==> src/rtl/refclk_source_select.sv <==
`default_nettype none
`timescale 1ns/1ps
// ============================================================================
// Module   : refclk_source_select
// Purpose  : Picks the 32.768 kHz desk-clock reference. A healthy external
//            crystal is forwarded. A missing or stalled crystal is replaced by
//            an NCO running from i_clk. Switch-over never emits a runt pulse.
// Revision : 1.0 - initial release
// ============================================================================
module refclk_source_select #(
  parameter int CLK_FREQ       = 50_000_000,
  parameter int REF_FREQ       = 32_768,
  parameter int ACC_WIDTH      = 24,
  parameter int TIMEOUT_CYCLES = 4096,
  parameter int GOOD_EDGES     = 4
) (
  input  logic i_clk,
  input  logic i_reset,
  input  logic i_refclk_ext,
  output logic o_refclk,
  output logic o_ext_active,
  output logic o_fail_stb
);

  // Rounded NCO increment: round(2^ACC_WIDTH * REF_FREQ / CLK_FREQ)
  localparam longint c_INC_L = ((longint'(1) << ACC_WIDTH) * longint'(REF_FREQ)
                               + longint'(CLK_FREQ) / 2) / longint'(CLK_FREQ);
  localparam logic [ACC_WIDTH-1:0] c_INC  = ACC_WIDTH'(c_INC_L);
  localparam logic [ACC_WIDTH-1:0] c_HALF = {1'b1, {(ACC_WIDTH-1){1'b0}}};

  localparam int                   c_WD_W     = $clog2(TIMEOUT_CYCLES + 1);
  localparam logic [c_WD_W-1:0]    c_WD_MAX   = c_WD_W'(TIMEOUT_CYCLES);
  localparam logic [c_WD_W-1:0]    c_WD_ONE   = c_WD_W'(1);
  localparam int                   c_GOOD_W   = $clog2(GOOD_EDGES + 1);
  localparam logic [c_GOOD_W-1:0]  c_GOOD_MAX = c_GOOD_W'(GOOD_EDGES);
  localparam logic [c_GOOD_W-1:0]  c_GOOD_ONE = c_GOOD_W'(1);

  localparam logic [1:0] c_ST_INT  = 2'd0;
  localparam logic [1:0] c_ST_PEND = 2'd1;
  localparam logic [1:0] c_ST_EXT  = 2'd2;

  logic                 s1_q, s2_q, s3_q;
  logic [c_WD_W-1:0]    wd_q, wd_d;
  logic [c_GOOD_W-1:0]  good_q, good_d;
  logic [ACC_WIDTH-1:0] acc_q, acc_d;
  logic [1:0]           state_q, state_d;
  logic                 ref_q, ref_d;
  logic                 stb_q, stb_d;

  logic ext_rise;
  logic wd_late;
  logic timeout;
  logic nco_out;

  assign ext_rise = s2_q & ~s3_q;
  assign wd_late  = (wd_q == c_WD_MAX);
  // An edge landing exactly on the limit rescues the source.
  assign timeout  = wd_late & ~ext_rise;
  assign nco_out  = acc_q[ACC_WIDTH-1];

  // Synchronize the external clock and keep one cycle of history for edge detect
  always_ff @(posedge i_clk or posedge i_reset) begin
    if (i_reset) begin
      s1_q <= 1'b0;
      s2_q <= 1'b0;
      s3_q <= 1'b0;
    end else begin
      s1_q <= i_refclk_ext;
      s2_q <= s1_q;
      s3_q <= s2_q;
    end
  end

  // Watchdog: cycles since the last external rise, saturating at the limit
  always_comb begin
    wd_d = wd_q;
    if (ext_rise)      wd_d = '0;
    else if (!wd_late) wd_d = wd_q + c_WD_ONE;
  end

  // Good-edge count: in-time edges add one, a late edge restarts the count at one
  always_comb begin
    good_d = good_q;
    if (timeout) begin
      good_d = '0;
    end else if (ext_rise) begin
      if (wd_late)                   good_d = c_GOOD_ONE;
      else if (good_q != c_GOOD_MAX) good_d = good_q + c_GOOD_ONE;
    end
  end

  // Source-selection FSM, output level and NCO phase handling
  always_comb begin
    state_d = state_q;
    ref_d   = nco_out;
    stb_d   = 1'b0;
    acc_d   = acc_q + c_INC;
    case (state_q)
      c_ST_INT: begin
        if (good_q == c_GOOD_MAX) state_d = c_ST_PEND;
      end
      c_ST_PEND: begin
        // Only hand over while the NCO is low so the rising edge is clean
        if (timeout) begin
          state_d = c_ST_INT;
        end else if (ext_rise && !nco_out) begin
          state_d = c_ST_EXT;
          ref_d   = 1'b1;
        end
      end
      c_ST_EXT: begin
        if (timeout) begin
          // Hold the level and seed the NCO so it continues from it
          state_d = c_ST_INT;
          stb_d   = 1'b1;
          ref_d   = ref_q;
          acc_d   = ref_q ? c_HALF : '0;
        end else begin
          ref_d = s2_q;
        end
      end
      default: state_d = c_ST_INT;
    endcase
  end

  // State, counters, NCO and registered outputs
  always_ff @(posedge i_clk or posedge i_reset) begin
    if (i_reset) begin
      wd_q    <= '0;
      good_q  <= '0;
      acc_q   <= '0;
      state_q <= c_ST_INT;
      ref_q   <= 1'b0;
      stb_q   <= 1'b0;
    end else begin
      wd_q    <= wd_d;
      good_q  <= good_d;
      acc_q   <= acc_d;
      state_q <= state_d;
      ref_q   <= ref_d;
      stb_q   <= stb_d;
    end
  end

  assign o_refclk     = ref_q;
  assign o_ext_active = (state_q == c_ST_EXT);
  assign o_fail_stb   = stb_q;

endmodule
`default_nettype wire

==> config.mk <==
export PLATFORM = sky130hd
export DESIGN_NAME = refclk_source_select
export DESIGN_NICKNAME = d
export VERILOG_FILES = /design/src/rtl/refclk_source_select.sv
export SDC_FILE = /design/constraint.sdc
export NUM_CORES = 1
export LEC_CHECK = 0
export CAP_MARGIN = 5
export CORE_UTILIZATION = 50
export DETAILED_ROUTE_END_ITERATION = 8
export PLACE_DENSITY = 0.7
export SETUP_SLACK_MARGIN = 0.3
export SYNTH_ARGS = -nofsm -noshare
export SYNTH_HDL_FRONTEND = slang
export SYNTH_SLANG_ARGS = --single-unit
==> constraint.sdc <==
create_clock -name i_clk -period 3.9 [get_ports i_clk]
set_input_delay 0.39 -clock i_clk [delete_from_list [all_inputs] [get_ports i_clk]]
set_output_delay 0.39 -clock i_clk [all_outputs]
set_load 0.05 [all_outputs]
; ---- After elaboration in Yosys (flattened, before gate mapping)
; Cells that the tools add are included.
[totals]
regBits = 47
inputBits = 3
output_inout_bits = 3
wordCells = 53
[classes]
add_sub_neg = 3
eq_ne = 10
mux = 20
n_bitwise = 4
reduce_logical = 7
[op_table]
columns = cell, count
row1 = $mux W24, 3
row2 = $mux W13, 2
row3 = $add A24 B14 Y24 const B, 1
row4 = $add A13 B1 Y13 const B, 1
row5 = $eq A13 B13 Y1 const B, 1
row6 = $mux W3, 4
row7 = $mux W2, 4
row8 = $ne A2 B2 Y1 const B, 3
row9 = $ne A3 B3 Y1 const B, 2
row10 = $pmux W2 S3, 1
row11 = $mux W1, 5
row12 = $add A3 B1 Y3 const B, 1
row13 = $eq A3 B3 Y1 const B, 1
row14 = $reduce_and A3 Y1, 1
row15 = $reduce_bool A3 Y1, 1
row16 = $and A1 B1 Y1, 2
row17 = $eq A2 B1 Y1 const B, 1
row18 = $eq A2 B2 Y1 const B, 1
row19 = $logic_not A2 Y1, 1
row20 = $ne A2 B1 Y1 const B, 1
row21 = $not A1 Y1, 2
row22 = $pmux W1 S2, 1
row23 = $reduce_and A2 Y1, 1
row24 = $reduce_bool A2 Y1, 1
row25 = 2 further kinds, 2

; ---- Longest topological paths before layout
; Gate-level depths: netlist of run 1.
[depth]
ltp_word = 6
mapped_depth = 9
depth_no_buf = 7

; ---- Worst setup path after synthesis of run 1
; No wires, ideal clock.
[synth_timing]
path_type = register -> register
from = reg acc_q[0]
to = reg acc_q[22]
arrival_time_ns = 1.773
slack_ns = 2.008
path_stages_with_launch = 8
n_path_buf = 0
period_less_slack_ns = 1.892
cell_sequence = dfrtp_1 inv_1 ha_1 nand3b_1 a2111oi_2 o211ai_2 xnor2_1 and2_1
[synth_between]
elab_chain_cells = 3
[synth_rtl]
columns = element, line_no
row1 = "start, declared", 45  ; logic [ACC_WIDTH-1:0] acc_q, acc_d;
row2 = "start signal, assigned", 131  ; acc_q <= '0;
row3 = "start signal, assigned", 138  ; acc_q <= acc_d;
row4 = $add A24 B14 Y24 (*), 97  ; acc_d = acc_q + c_INC;
row5 = $mux W24, 112  ; if (timeout) begin
row6 = $mux W24 (*), 98  ; case (state_q)
row7 = via acc_d[22], 45
; Mark *: on every way through the listed nets, which the timed path passes. The rest lies on a longest branch.
; A chain may end at the register's enable or synchronous reset.

; ---- Final worst setup path of run 1
[layout_timing]
from = reg wd_q[0]
to = reg acc_q[9]
[layout_between]
elab_chain_cells = 4
[layout_rtl]
columns = element, line_no
row1 = "start, declared", 43  ; logic [c_WD_W-1:0] wd_q, wd_d;
row2 = "start signal, assigned", 136  ; wd_q <= wd_d;
row3 = $eq A13 B13 Y1, 56  ; assign wd_late = (wd_q == c_WD_MAX);
row4 = $and A1 B1 Y1, 58  ; assign timeout = wd_late & ~ext_rise;
row5 = $mux W24, 112
row6 = $mux W24, 98
row7 = via acc_d[9], 45
; The timed path passes the listed nets, and every way through them passes these cells.

==> impl_metrics.env, run 1 <==
export IMPL_drive_gt1_share_pct=6.48
export IMPL_grt_pass1_vias=1558
export IMPL_ys_warn_count=0
export IMPL_cap_violations=0
export IMPL_grt_first_pass_wirelength_um=6890
export IMPL_p_leak_nw=1.21
export IMPL_setup_viol=0
export IMPL_dpl_hpwl_um=2580
export IMPL_layout_setup_ws_ps=1520
export IMPL_synth_cell_types=39
export IMPL_synth_seq_area_share_pct=49.5
export IMPL_drt_initial_drc_count=99
export IMPL_n_fill_cell=384
export IMPL_vias_per_cell=5.52
export IMPL_wire_per_inst_um=13.0
export IMPL_synth_edf_count=0
export IMPL_hold_viol_final=0
export IMPL_synth_top_cell_area_share_pct=49.5
export IMPL_netlist_area_sq_mm=0.00237
export IMPL_area_growth_pct=9.01
export IMPL_final_max_slew_violation_count=0
export IMPL_run_status="finished clean"
export IMPL_worstSetupStartpointType="register"
export IMPL_skew_ps=4.13
export IMPL_root_buffer="clkbuf_8"
export IMPL_multi_input_area_sq_mm=0.00112
export IMPL_hold_path_class="reg2reg"
export IMPL_final_util_pct=58.2
export IMPL_dp_slack_ps=1520
export IMPL_yosysMostFrequentCell="dfrtp_1"
export IMPL_groute_usage_overall_pct=17.8
export IMPL_antenna_cells=0
export IMPL_synth_area_leaders="dfrtp_1 50%, xor2_1 6.6%, nor2_1 6.0%, xnor2_1 4.4%, ha_1 4.2%"
export IMPL_cp_arrival_ps=2540
export IMPL_syn_nets=250
export IMPL_synth_area_per_cell_sq_um=9.94
export IMPL_cts_resized=0
export IMPL_final_net_count=257
export IMPL_hold_ws_ps=359
export IMPL_cts_hold_buf=0
export IMPL_wirelength_um=3900
export IMPL_vdd_ir_drop_max_mv=0.217
export IMPL_grt_start_max_net_pins=48
export IMPL_io_pins=6
export IMPL_crit_fanout=23
export IMPL_syn_inst=239
export IMPL_cts_setup_buffers=0
export IMPL_ff_latch_area_sq_mm=0.00118
export IMPL_worst_pin_slew_ps=926
export IMPL_fin_crit_ps=2380
export IMPL_crit_family="simple AND/OR/NAND/NOR gates"
export IMPL_drc_errors=0
export IMPL_gp_congestion=0.782
export IMPL_cts_buffers=5
export IMPL_path_common_cell="inv_1"
export IMPL_crit_slowest_cell="inv_1"
export IMPL_relSlewSlack_pct=38.2
export IMPL_final_period_utilization_pct=61.0
export IMPL_path_cells="inv_1 -> ha_1 -> nor4bb_1 -> and3_1 -> nand3_1 -> inv_1 -> nor2_1"
export IMPL_cts_tree="done"
export IMPL_antenna_found_initial=0
export IMPL_coreArea_sq_mm=0.00444
export IMPL_path_buf_inv=2
export IMPL_powerDensity_mw_per_mm2=443
export IMPL_clk_latency_ps=300
export IMPL_async_flop_share_pct=100
export IMPL_clkTransAtPathRegs_ps=80
export IMPL_end_kind="register"
export IMPL_grt_overflow_total=0
export IMPL_slowest_delay_ps=560
export IMPL_vias=1651
export IMPL_synth_seq_cells=47
export IMPL_die_area_sq_mm=0.00503
export IMPL_die_h_um=70.9
export IMPL_cts_max_path_buffers=2
export IMPL_start_util_pct=53.4
export IMPL_clock_sinks=47
export IMPL_yosysTopAreaCell="dfrtp_1"
export IMPL_htreeDepth=2
export IMPL_postRouteAntennaNets=0
export IMPL_first_pass_iters=6
export IMPL_max_freq_mhz=420
export IMPL_io_buffers=5
export IMPL_worstSetupPathType="reg2reg"
export IMPL_fp_row_count=24
export IMPL_required_ps=4060
export IMPL_synth_flop_cell="dfrtp_1"
export IMPL_die_w_um=70.9
export IMPL_setup_tns_ps=0
export IMPL_synth_commonest_cells="47 x dfrtp_1, 38 x nor2_1, 18 x xor2_1"
export IMPL_rsz0062_at_grt="no"
-- registers in the layout (all words and copies together), names as in the netlist --
register	cells
acc_q	24
good_q	3
o_fail_stb	1
o_refclk	1
s1_q	1
s2_q	1
s3_q	1
state_q	2
wd_q	13
-- layout by cell type, fill, tap and decap left out, types with 4 or more instances in the layout --
master,n
a21oi_1,12
and3_1,4
clkbuf_8,6
clkdlybuf4s50_1,5
dfrtp_1,47
ha_1,8
inv_1,14
nand2_1,16
nand3_1,9
nor2_1,38
o21ai_0,11
xnor2_1,12
xor2_1,18
-- routing by layer --
metal | track usage, % | vias to the layer above | part of all wire (%)
met4 | 8.00 | 0 | 1.8
met3 | 5.13 | 7 | 3.1
li1 | - | 823 | -
met5 | 0 | - | 0
met1 | 24.5 | 801 | 51
met2 | 26.3 | 20 | 44
-- cells by family (layout without fill, tap and decap cells) --
family / after synthesis / count (layout) / synth area share, %
adders and majority gates: 8 / 8 / 4.22
muxes: 1 / 1 / 0.422
and+or+nand+nor: 89 / 89 / 17.9
AOI/OAI and AO/OA: 43 / 43 / 13.4
DFF: 47 / 47 / 49.5
xor gates and xnor gates: 30 / 30 / 11.1
buffers and inverters: 21 / 29 / 3.48
-- worst paths after layout --
check	startpoint	to	slack, ps	cells after the start
setup / recovery	wd_q[0]$_DFFE_PP0N_	acc_q[9]$_DFF_PP0_	1520	7
hold / removal	s1_q$_DFF_PP0_	s2_q$_DFF_PP0_	360	0
setup reg to reg	wd_q[0]$_DFFE_PP0N_	acc_q[9]$_DFF_PP0_	1520	7
hold reg to reg	s1_q$_DFF_PP0_	s2_q$_DFF_PP0_	360	0
max in group asynchronous	i_reset	state_q[0]$_DFFE_PP0P_	2720	2
min in group asynchronous	i_reset	s1_q$_DFF_PP0_	610	2
-- stage by stage --
stage / instances / total power [mW] / area (sq um)
2_1_floorplan: 239 / 0.731 / 2370
3_3_place_gp: 291 / 0.776 / 2470
3_5_place_dp: 291 / 0.785 / 2470
4_1_cts: 299 / 1.16 / 2590
5_1_grt: 299 / 1.21 / 2590
6_report: 299 / 1.15 / 2590
-- cell type report --
cell class                 instances  share of cell area, %
timing repair buffer               6                   2.22
sequential                        47                   45.4
clock buffer                       6                   3.19
clock inverter                     2                   1.35
inverter                          15                   2.17
multi-input combinational        171                   43.1
tap                               52                   2.51
-- power by group --
part	switching (mW)	leakage (nW)	internal (mW)	total [mW]
sequential	0.0408	0.607	0.528	0.569
clock	0.163	0.0612	0.207	0.370
combinational	0.123	0.544	0.0835	0.207
Note: power is estimated with default switching activity, not from simulation.
==> run 2, diff against run 1 <==
- clock period: 3.9 -> 2.3 ns (I/O delays scaled with it)
==> run 2 against run 1 <==
Against the previous run: die area did not move; final cell count up 3.0%; largest cell class unchanged; clock power is 71% higher; fmax up 26%.
==> impl_metrics.env, run 2 (synthesis results as in run 1) <==
export IMPL_final_common_cell="dfrtp_1"
export IMPL_vias_per_cell=5.44
export IMPL_wire_per_inst_um=13.7
export IMPL_vdd_ir_drop_max_mv=0.432
export IMPL_setup_viol=0
export IMPL_htreeDepth=2
export IMPL_groute_usage_overall_pct=19.3
export IMPL_slowest_delay_ps=390
export IMPL_vias=1674
export IMPL_start_util_pct=53.4
export IMPL_largest_reg_flops=24
export IMPL_clkTransAtPathRegs_ps=90
export IMPL_drt_initial_drc_count=113
export IMPL_biggestRegsByFlops="acc_q: 24 flops, wd_q: 13 flops, good_q: 3 flops"
export IMPL_drc_errors=0
export IMPL_grtUsageMet2_pct=29.9
export IMPL_crit_slowest_cell="dfrtp_1"
export IMPL_relSlewSlack_pct=67.3
export IMPL_grt_pass1_vias=1668
export IMPL_clock_sinks=47
export IMPL_antenna_found_initial=0
export IMPL_place_inst=297
export IMPL_crit_fanout=5
export IMPL_wirelength_um=4210
export IMPL_p_total_mw=1.94
export IMPL_grt_first_pass_wirelength_um=7530
export IMPL_final_period_utilization_pct=82.2
export IMPL_fp_row_count=24
export IMPL_worst_pin_slew_ps=489
export IMPL_required_ps=2530
export IMPL_dpl_hpwl_um=2810
export IMPL_grt_start_max_net_pins=24
export IMPL_setup_tns_ps=0
export IMPL_busiest_layer="met2"
export IMPL_antenna_cells=0
export IMPL_grt_overflow_total=0
export IMPL_die_h_um=70.9
export IMPL_cap_violations=0
export IMPL_final_util_pct=60.2
export IMPL_final_net_count=266
export IMPL_skew_ps=4.21
export IMPL_io_buffers=5
export IMPL_end_kind="register"
export IMPL_cts_tree="done"
export IMPL_cp_arrival_ps=2120
export IMPL_fin_crit_ps=1890
export IMPL_worstSetupPathType="reg2reg"
export IMPL_instances_no_fill=308
export IMPL_final_max_slew_violation_count=0
export IMPL_most_common_layout_cells="47 x dfrtp_1, 38 x nor2_1, 18 x xor2_1"
export IMPL_drive_gt1_share_pct=10.2
export IMPL_die_area_sq_mm=0.00503
export IMPL_max_freq_mhz=529
export IMPL_gr_usage_met1_pct=26.8
export IMPL_clk_latency_ps=300
export IMPL_p_leak_nw=1.26
export IMPL_hold_viol_final=0
export IMPL_io_pins=6
export IMPL_hold_path_class="in2async"
export IMPL_worstSetupStartpointType="register"
export IMPL_cts_buffers=5
export IMPL_die_w_um=70.9
export IMPL_rsz0062_at_grt="yes"
export IMPL_n_fill_cell=368
export IMPL_postRouteAntennaNets=0
export IMPL_root_buffer="clkbuf_8"
export IMPL_area_growth_pct=12.6
export IMPL_powerDensity_mw_per_mm2=726
export IMPL_cts_max_path_buffers=2
export IMPL_grt_util_met3_pct=4.42
export IMPL_placed_area_sq_mm=0.00252
export IMPL_top_register="acc_q"
export IMPL_run_status="finished clean"
export IMPL_gp_congestion=0.802
export IMPL_coreArea_sq_mm=0.00444
export IMPL_path_cells="inv_1 -> ha_2 -> nand3b_1 -> a2111oi_4 -> buf_4 -> o2111ai_1 -> xor2_1 -> nor2_1"
export IMPL_first_pass_iters=6
export IMPL_final_area_sq_mm=0.00267
run 2: stage by stage:
step           hold slack (ps)  setup slack [ps]
2_1_floorplan              261               408
3_3_place_gp               332               398
3_5_place_dp               336               352
4_1_cts                    273               322
5_1_grt                    298               240
6_report                   256               410
run 2: cell type report:
class | instances | area [sq um] | area share [%]
sequential | 47 | 1180 | 44.0
multi-input combinational | 171 | 1130 | 42.3
timing repair buffer | 15 | 128 | 4.77
clock buffer | 6 | 82.6 | 3.09
tap | 52 | 65.1 | 2.43
inverter | 15 | 56.3 | 2.11
clock inverter | 2 | 35.0 | 1.31
run 2: what timing repair did:
| action | in CTS | in global routing |
|---|---|---|
| cloned | 0 | 0 |
| buffers inserted | 0 | 3 |
| endpoints found under the setup margin | 1 | 24 |
| gates resized for setup | 1 | 4 |
| pin swaps | 0 | 2 |
| hold buffers | 0 | 0 |
run 2: power breakdown:
part | switching (mW) | internal [mW] | leakage, nW
clock | 0.280 | 0.352 | 0.0612
combinational | 0.203 | 0.139 | 0.590
sequential | 0.0728 | 0.895 | 0.607
run 2: routing by layer:
metal  vias to the layer above  wire, um
li1                        844         -
met1                       806      2150
met2                        17      1900
met3                         7       100
met4                         0        59
met5                         -         0
run 2: final timing paths:
| path | start | depth (start not counted) | slack, ps | endpoint |
|---|---|---|---|---|
| max | acc_q[0]$_DFF_PP0_ | 8 | 410 | acc_q[18]$_DFF_PP0_ |
| min | i_reset | 2 | 260 | wd_q[2]$_DFFE_PP0N_ |
| max reg2reg | acc_q[0]$_DFF_PP0_ | 8 | 410 | acc_q[18]$_DFF_PP0_ |
| min reg2reg | s1_q$_DFF_PP0_ | 0 | 350 | s2_q$_DFF_PP0_ |
| max in group asynchronous | i_reset | 3 | 1480 | wd_q[12]$_DFFE_PP0N_ |
| min in group i_clk | s1_q$_DFF_PP0_ | 0 | 350 | s2_q$_DFF_PP0_ |
run 2: worst max-delay path, delay by kind of cell, from the launching register on:
family	cells	cell delay [ps]
and+or+nand+nor	2	370
DFF	1	390
adders and majority gates	1	180
buffers and inverters	2	250
AOI/OAI and AO/OA	2	460
xor gates and xnor gates	1	160
